### config.mk
export PLATFORM = sky130hd
export DESIGN_NAME = bus_arbiter
export DESIGN_NICKNAME = d
export VERILOG_FILES = /design/src/rtl/bus_arbiter.sv
export SDC_FILE = /design/constraint.sdc
export NUM_CORES = 1
export LEC_CHECK = 0
export CORE_AREA = 2 2 67 69
export DETAILED_ROUTE_END_ITERATION = 6
export DIE_AREA = 0 0 69 71
export HOLD_SLACK_MARGIN = 0.06
export MAX_ROUTING_LAYER = met4
export PLACE_DENSITY = 0.76
export SLEW_MARGIN = 25
export SYNTH_ARGS = -nofsm -noshare
export SYNTH_HDL_FRONTEND = slang
export SYNTH_SLANG_ARGS = --single-unit
### constraint.sdc
create_clock -name CLK -period 4.5 [get_ports CLK]
set_input_delay 0.675 -clock CLK [delete_from_list [all_inputs] [get_ports CLK]]
set_output_delay 0.675 -clock CLK [all_outputs]
set_load 0.005 [all_outputs]
### src/rtl/bus_arbiter.sv
// bus_arbiter: registered 4-class priority arbiter (aged L1 > L1 evict RR > page walker RR > L1 read RR); in CLK, RST, l1_req, l1_evict, pw_req, txn_done; out grant_valid/id/onehot/pw/evict, starve
module bus_arbiter #(
  parameter int NUM_L1 = 4,
  parameter int NUM_PW = 2,
  parameter int AGE_LIMIT = 15,
  localparam int ID_W = NUM_L1 + NUM_PW > 2 ? $clog2(NUM_L1 + NUM_PW) : 1
) (
  input  logic CLK,
  input  logic RST,
  input  logic [NUM_L1-1:0] l1_req,
  input  logic [NUM_L1-1:0] l1_evict,
  input  logic [NUM_PW-1:0] pw_req,
  input  logic txn_done,
  output logic grant_valid,
  output logic [ID_W-1:0] grant_id,
  output logic [NUM_L1+NUM_PW-1:0] grant_onehot,
  output logic grant_pw,
  output logic grant_evict,
  output logic starve
);
  localparam int NT = NUM_L1 + NUM_PW;
  localparam int LW = NUM_L1 > 1 ? $clog2(NUM_L1) : 1;
  localparam int PWW = NUM_PW > 1 ? $clog2(NUM_PW) : 1;
  localparam int AW = $clog2(AGE_LIMIT + 1);
  typedef enum logic {IDLE, BUSY} state_t;
  state_t state_q, state_d;
  logic grant_valid_q, grant_valid_d, grant_pw_q, grant_pw_d, grant_evict_q, grant_evict_d;
  logic [ID_W-1:0] grant_id_q, grant_id_d;
  logic [NT-1:0] grant_onehot_q, grant_onehot_d;
  logic [LW-1:0] l1_ptr_q, l1_ptr_d;
  logic [PWW-1:0] pw_ptr_q, pw_ptr_d;
  logic [AW-1:0] age_q [NUM_L1];
  logic [AW-1:0] age_d [NUM_L1];
  logic [NUM_L1-1:0] sat, aged;
  logic [15:0] ev16;
  logic [4:0] sel_a, sel_b, sel_c, sel_d, win_id, win_nxt;
  logic [3:0] win_idx;
  logic take_a, take_b, take_c, req_any, win_ev, load;
  function automatic logic [4:0] rr(input logic [31:0] m, input int ptr, input int n);
    logic [4:0] r;
    int j;
    r = '0;
    for (int k = 15; k >= 0; k--) begin
      j = ptr + k >= n ? ptr + k - n : ptr + k;
      if (k < n && m[j]) r = {1'b1, 4'(j)};
    end
    return r;
  endfunction
  always_comb begin
    sat = '0;
    for (int i = 0; i < NUM_L1; i++) sat[i] = age_q[i] == AW'(AGE_LIMIT);
  end
  assign aged = sat & l1_req;
  assign starve = |sat;
  assign ev16 = 16'(l1_evict);
  assign sel_a = rr(32'(aged), 0, NUM_L1);
  assign sel_b = rr(32'(l1_req & l1_evict), int'(l1_ptr_q), NUM_L1);
  assign sel_c = rr(32'(pw_req), int'(pw_ptr_q), NUM_PW);
  assign sel_d = rr(32'(l1_req & ~l1_evict), int'(l1_ptr_q), NUM_L1);
  assign take_a = sel_a[4];
  assign take_b = !take_a && sel_b[4];
  assign take_c = !take_a && !sel_b[4] && sel_c[4];
  assign req_any = sel_a[4] | sel_b[4] | sel_c[4] | sel_d[4];
  assign win_idx = take_a ? sel_a[3:0] : take_b ? sel_b[3:0] : take_c ? sel_c[3:0] : sel_d[3:0];
  assign win_id = take_c ? 5'(win_idx) + 5'(NUM_L1) : 5'(win_idx);
  assign win_nxt = 5'(win_idx) + 5'd1;
  assign win_ev = !take_c && ev16[win_idx];
  assign load = state_q == IDLE && req_any;
  always_comb begin
    state_d = state_q;
    grant_valid_d = grant_valid_q;
    grant_id_d = grant_id_q;
    grant_onehot_d = grant_onehot_q;
    grant_pw_d = grant_pw_q;
    grant_evict_d = grant_evict_q;
    l1_ptr_d = l1_ptr_q;
    pw_ptr_d = pw_ptr_q;
    if (load) begin
      state_d = BUSY;
      grant_valid_d = 1'b1;
      grant_id_d = ID_W'(win_id);
      grant_onehot_d = NT'(1) << win_id;
      grant_pw_d = take_c;
      grant_evict_d = win_ev;
      if (take_c) pw_ptr_d = win_nxt == 5'(NUM_PW) ? '0 : PWW'(win_nxt);
      else l1_ptr_d = win_nxt == 5'(NUM_L1) ? '0 : LW'(win_nxt);
    end else if (state_q == BUSY && txn_done) begin
      state_d = IDLE;
      grant_valid_d = 1'b0;
      grant_id_d = '0;
      grant_onehot_d = '0;
      grant_pw_d = 1'b0;
      grant_evict_d = 1'b0;
    end
    for (int i = 0; i < NUM_L1; i++)
      age_d[i] = (!l1_req[i] || (load && !take_c && win_idx == 4'(i)) ||
                  (grant_valid_q && !grant_pw_q && grant_id_q == ID_W'(i))) ? '0 :
                 sat[i] ? age_q[i] : age_q[i] + AW'(1);
  end
  always_ff @(posedge CLK) begin
    if (RST) begin
      state_q <= IDLE;
      grant_valid_q <= 1'b0;
      grant_id_q <= '0;
      grant_onehot_q <= '0;
      grant_pw_q <= 1'b0;
      grant_evict_q <= 1'b0;
      l1_ptr_q <= '0;
      pw_ptr_q <= '0;
      for (int i = 0; i < NUM_L1; i++) age_q[i] <= '0;
    end else begin
      state_q <= state_d;
      grant_valid_q <= grant_valid_d;
      grant_id_q <= grant_id_d;
      grant_onehot_q <= grant_onehot_d;
      grant_pw_q <= grant_pw_d;
      grant_evict_q <= grant_evict_d;
      l1_ptr_q <= l1_ptr_d;
      pw_ptr_q <= pw_ptr_d;
      age_q <= age_d;
    end
  end
  assign grant_valid = grant_valid_q;
  assign grant_id = grant_id_q;
  assign grant_onehot = grant_onehot_q;
  assign grant_pw = grant_pw_q;
  assign grant_evict = grant_evict_q;
endmodule

==> flow_summary.ini, run 1 <==
[cts]
cts_root_buf = clkbuf_8
clk_path_buf_depth = 2
clk_latency_ns = 0.29
cts_tree = done
cts.htree.levels = 2
cts_buffers = 5
cts_sinks = 31
cts-resized-gates = 0
clkTransAtPathRegs_ns = 0.07
cts_hold_buf = 0
post_cts_buffers = 0

[hold_path]
hold_path.class = flop to flop

[detailed_routing]
viasPerCell = 6.18
first_pass_iters = 4
via_count = 2174
totalWireLength_mm = 5.43
drc = 0
detail-route-antenna-nets = 0
wl_per_cell_um = 15.4
drt_iter0_drc = 233

[sta]
fin_skew_ns = 0.00497
grt_setup_unrepaired = false
hold_violations = 0
finalMaxSlewViolations = 0
tns_ns = 0
worst_slew_margin_rel_pct = 45.9
worstMarginPinSlew_ns = 0.804
setup_viol = 0
whs_ns = 0.499
period_minus_slack_ns = 3.56
final.period_utilization_pct = 79.2
fin_ws_ns = 0.936
fmax_mhz = 281

[synth]
synth_area_leader_cell = dfxtp_1
ys_seq_area_share_pct = 26.7
synthFlopType = dfxtp_1
ys_warn_count = 0
synthDistinctLibCells = 62
postSynthNetCount = 302
yosysTopAreaCellShare_pct = 26.7
synth_area_per_cell_um2 = 8.49
yosysMostFrequentCell = nor2_1
ys_top_cells_by_count = 40 x nor2_1, 31 x dfxtp_1, 23 x nand2_1
syn_inst = 274
synth.area.top_cells = dfxtp_1 27%, ha_1 8.1%, nor2_1 6.5%
synth_edf_count = 0
async_reset_ff_share_pct = 0
synth_area_um2 = 2330
ys_seq_elements = 31

[placement]
portBuffers = 25
place_ws_ns = 0.732
hpwl_mm = 4.07
place.gp.congestion = 0.948

[setup_path]
cp_max_fo = 11
cp-endpoint = age_q[10]
ff2ff_path_depth = 12
cp-startpoint = l1_ptr_q[1]
endpoint_kind = flop
r2r_start = l1_ptr_q[1]
crit_path_start_kind = flop
crit_slowest_cell = dfxtp_1
r2r_setup_slack_ns = 0.94
r2r-end = age_q[10]
crit_cells = 12
crit_type = flop to flop
cp.buffers_inverters = 3
cp_data_arrival_time_ns = 3.78
crit_chain = inv_1 -> ha_1 -> inv_1 -> a211oi_2 -> a311o_2 -> a41oi_1 -> o21ai_1 -> nor2_4 -> inv_2 -> ha_1 -> a221o_1 -> nor3_2
crit_required_ns = 4.72
cp_top_family = compound AO/OA/AOI/OAI gates
slowest_delay_ns = 0.54

[floorplanning]
coreArea_um2 = 4200
row_count = 24
die_h_um = 71
dieArea_um2 = 4900
io-pin-count = 26
start_util_pct = 55.4
fp.dieW_um = 69

[outcome]
status = finished clean

[final_layout]
layout.nets = 327
num_antenna_cells = 0
area_growth_syn_to_layout_pct = 16.6
layout-drive-gt1-share_pct = 11.7
fillerInstances = 391

[pwr]
ir_drop_mv = 0.369
p_per_area_nw_per_um2 = 532
p_leak_nw = 1.08

[grt]
grt_pass1_wl_mm = 9.30
grt-ovfl-total = 0
grt.total_usage_pct = 24.1
grt_max_degree = 21
first_global_vias = 1992
antenna_found_initial = 0

[run]
maxCapViolations = 0
==> metal layers <==
layer  global-route usage [%]  routed length (um)  vias to the layer above
met5                        -                   0                        -
met4                     13.3                 178                        0
met3                     4.84                 356                       16
met2                     34.9                2390                       71
met1                     31.5                2510                     1011
li1                         -                   -                     1076
==> metrics by stage <==
| step | utilization (%) | area [um^2] | total power, W | std cells |
|---|---|---|---|---|
| floorplan | - | 2330 | 0.000964 | 274 |
| global placement | 61.8 | 2600 | 0.00116 | 344 |
| detailed placement | 61.8 | 2600 | 0.00116 | 344 |
| CTS | 64.6 | 2710 | 0.00145 | 352 |
| global route | 64.6 | 2710 | 0.00155 | 352 |
| finish | 64.6 | 2710 | 0.00144 | 352 |
==> worst reg2reg max path, stage by stage, from the launching register on <==
cell and delay, ns:
dfxtp_1 0.54, inv_1 0.20, ha_1 0.46, inv_1 0.20
a211oi_2 0.07, a311o_2 0.46, a41oi_1 0.24, o21ai_1 0.16
nor2_4 0.25, inv_2 0.12, ha_1 0.21, a221o_1 0.38
nor3_2 0.19
==> cell type report <==
class                           count  area (um^2)  share of cell area [%]
Clock inverter                      2         35.0                    1.29
Multi-Input combinational cell    223         1600                    59.1
Clock buffer                        6         82.6                    3.04
Timing Repair Buffer               27          265                    9.77
Sequential cell                    31          621                    22.9
Inverter                           11         41.3                    1.52
Tap cell                           52         65.1                    2.40
==> power by group <==
group	total, W	switching (W)	leakage, nW	internal [W]
sequential	0.000373	0.0000523	0.253	0.000321
clock	0.000283	0.000105	0.0612	0.000179
combinational	0.000787	0.000440	0.763	0.000346
total	0.00144	0.000597	1.08	0.000846
==> cell families (layout without fill, tap and decap cells) <==
family          count (synthesis)  count (layout)  share of synthesized area [%]
simple gates                  127             127                           28.7
compound gates                 65              65                           23.5
flops                          31              31                           26.7
buf+inv                        20              46                           4.41
fa+ha+maj                      15              15                           8.06
mux                            12              12                           7.10
xor+xnor                        4               4                           1.51
==> worst min path at each step <==
stage / cells past startpoint / to / startpoint / slack (ns)
after CTS: 2 / grant_onehot[4] / grant_onehot[4] / 0.50
final: 2 / grant_onehot[5] / grant_onehot[5] / 0.50
after global placement: 2 / grant_onehot[4] / grant_onehot[4] / 0.48
after global routing: 2 / grant_onehot[4] / grant_onehot[4] / 0.52
after detailed placement: 2 / grant_onehot[4] / grant_onehot[4] / 0.48
after floorplan: 2 / pw_ptr_q / pw_ptr_q / 0.46
==> flip-flops by register name, indices dropped and copies added (netlist names) <==
name / count
state_q: 1
l1_ptr_q: 2
grant_onehot: 6
grant_evict: 1
grant_id: 3
age_q: 16
pw_ptr_q: 1
grant_pw: 1
==> cell usage in the layout, fill, tap and decap left out, types with 3 or more instances in the layout <==
| cell | Yosys | final |
|---|---|---|
| dfxtp_1 | 31 | 31 |
| or3_1 | 3 | 3 |
| a211o_1 | 3 | 3 |
| nand2_1 | 23 | 23 |
| nand4_1 | 9 | 9 |
| o21ai_0 | 3 | 3 |
| xnor2_1 | 4 | 4 |
| nor3b_1 | 4 | 4 |
| inv_1 | 9 | 9 |
| nor2_1 | 40 | 40 |
| clkbuf_8 | 0 | 6 |
| nand3_1 | 17 | 17 |
| a22oi_1 | 7 | 7 |
| ha_1 | 15 | 15 |
| nor3_1 | 3 | 3 |
| a21oi_1 | 7 | 7 |
| a211oi_1 | 5 | 5 |
| and3b_1 | 3 | 3 |
| mux2i_1 | 7 | 7 |
| nand3b_1 | 4 | 4 |
| clkdlybuf4s50_1 | 0 | 25 |
| nor2b_1 | 5 | 5 |
| a211oi_2 | 3 | 3 |
| o211ai_1 | 6 | 6 |
| a31oi_1 | 7 | 7 |
| mux4_2 | 3 | 3 |
No activity file was read; power rests on OpenSTA's default activity.
==> run 2, diff against run 1 <==
Settings changed: CORE_AREA 2 2 67 69 to 2 2 71 73, DIE_AREA 0 0 69 71 to 0 0 73 75, PLACE_DENSITY 0.76 to 0.71.
Clock period 4.5 ns to 3.2 ns, I/O delays scaled along.
==> run 2 against run 1 <==
Routed wire length rose by 12%. Via count rose by 7.3%. Sequential power rose by 36%. Setup slack got worse by 0.83 ns. Register-to-register slack got worse by 0.75 ns. Combinational power rose by 77%. Count of clock-buffer cells in the layout did not move. Critical path type is now primary input to flop.
==> flow_summary.ini, run 2 (synthesis gave the netlist of run 1 again) <==
[cts]
clkTransAtPathRegs_ns = 0.07
post_cts_buffers = 0
cts_tree = done
cts_buffers = 5
cts_sinks = 31
clk_path_buf_depth = 2
clk_latency_ns = 0.29
cts_root_buf = clkbuf_8
cts.htree.levels = 2

[floorplanning]
dieArea_um2 = 5480
io-pin-count = 26
coreArea_um2 = 4660
start_util_pct = 49.9
die_h_um = 75
fp.dieW_um = 73
row_count = 25

[pwr]
p_leak_nw = 1.25
totalPowerFinal_w = 0.00230
p_per_area_nw_per_um2 = 773
ir_drop_mv = 0.351

[run]
maxCapViolations = 0

[final_layout]
num_antenna_cells = 0
seq_area_um2 = 621
final_cell_mix = 40 x nor2_1, 36 x buf_4, 31 x dfxtp_1
layout.nets = 361
largest_reg_flops = 16
layout_commonest_cell = nor2_1
layout-drive-gt1-share_pct = 21.3
area_growth_syn_to_layout_pct = 28.2
regMostFlops = age_q
multiInputGateArea_um2 = 1620
fillerInstances = 425
final_util_pct = 64.0

[sta]
worst_slew_margin_rel_pct = 64.5
worstMarginPinSlew_ns = 0.529
grt_setup_unrepaired = true
finalMaxSlewViolations = 0
fin_skew_ns = 0.00774
setup_viol = 0
period_minus_slack_ns = 3.09
fmax_mhz = 324
final.period_utilization_pct = 96.6
hold_violations = 0

[detailed_routing]
totalWireLength_mm = 6.08
first_pass_iters = 4
drc = 0
wl_per_cell_um = 15.7
drt_iter0_drc = 169
viasPerCell = 6.01
via_count = 2333
detail-route-antenna-nets = 0

[setup_path]
endpoint_kind = flop
crit_required_ns = 3.42
cp_data_arrival_time_ns = 3.31
crit_chain = clkdlybuf4s50_1 -> nor2b_1 -> mux4_2 -> a221oi_1 -> a2111oi_2 -> a21boi_2 -> nor2_4 -> ha_1 -> a221o_1 -> nor3_2
crit_slowest_cell = clkdlybuf4s50_1
cp_max_fo = 5
slowest_delay_ns = 0.55
cp_top_family = compound AO/OA/AOI/OAI gates
cp.buffers_inverters = 1
crit_path_start_kind = primary input
crit_type = primary input to flop

[placement]
hpwl_mm = 4.65
place.gp.congestion = 0.954
portBuffers = 25

[outcome]
status = finished clean

[grt]
grt.total_usage_pct = 24.4
grt_pass1_wl_mm = 10.1
antenna_found_initial = 0
grt-ovfl-total = 0
grt_max_degree = 15
first_global_vias = 2233

[hold_path]
hold_path.class = flop to flop
## run 2: stage by stage
step	setup slack [ns]	hold slack [ns]	area, um^2	cells	setup TNS (ns)
floorplan	0.0455	0.460	2330	274	0
global placement	-0.161	0.473	2850	380	-1.03
detailed placement	-0.177	0.474	2850	380	-1.23
CTS	0.0941	0.501	2970	388	0
global route	-0.0259	0.533	2980	388	-0.0259
finish	0.109	0.501	2980	388	0
## run 2: repair_timing
action                                  in CTS  in global routing
hold buffers                                 0                  0
endpoints found under the setup margin       0                  8
gates resized for setup                      0                  3
hold endpoints to repair                     0                  0
## run 2: cell type report
type / count / area share (%)
sequential: 31 / 20.8
inverter: 11 / 1.38
timing repair buffer: 61 / 17.4
clock buffer: 6 / 2.77
tap: 54 / 2.27
clock inverter: 2 / 1.17
multi-input combinational: 223 / 54.2
## run 2: worst reg2reg max path, stage by stage (launching register included)
cell and delay, ns:
dfxtp_1 0.34, inv_2 0.04, ha_1 0.41, inv_1 0.23, a211oi_2 0.07, a311o_2 0.40
a41oi_1 0.25, o21ai_1 0.17, nor2_4 0.19, inv_2 0.08, ha_1 0.20, a221o_1 0.38
nor3_2 0.18
## run 2: layer usage
layer | wire length [um] | up-vias | track usage [%]
li1 | - | 1141 | -
met1 | 2870 | 1113 | 31.0
met2 | 2800 | 68 | 38.9
met3 | 306 | 11 | 5.09
met4 | 108 | 0 | 7.82
met5 | 0 | - | -
## run 2: report_power, final
part	switching (W)	internal, W
registers	0.0000556	0.000451
clock network	0.000152	0.000252
logic	0.000712	0.000682
## run 2: worst paths after layout
path	start	end	slack, ns	cells after the start
setup reg to reg	l1_ptr_q[0]	age_q[10]	0.19	12
hold / removal	pw_ptr_q	pw_ptr_q	0.50	2
setup / recovery	l1_req[3]	age_q[6]	0.11	10
hold reg to reg	pw_ptr_q	pw_ptr_q	0.50	2
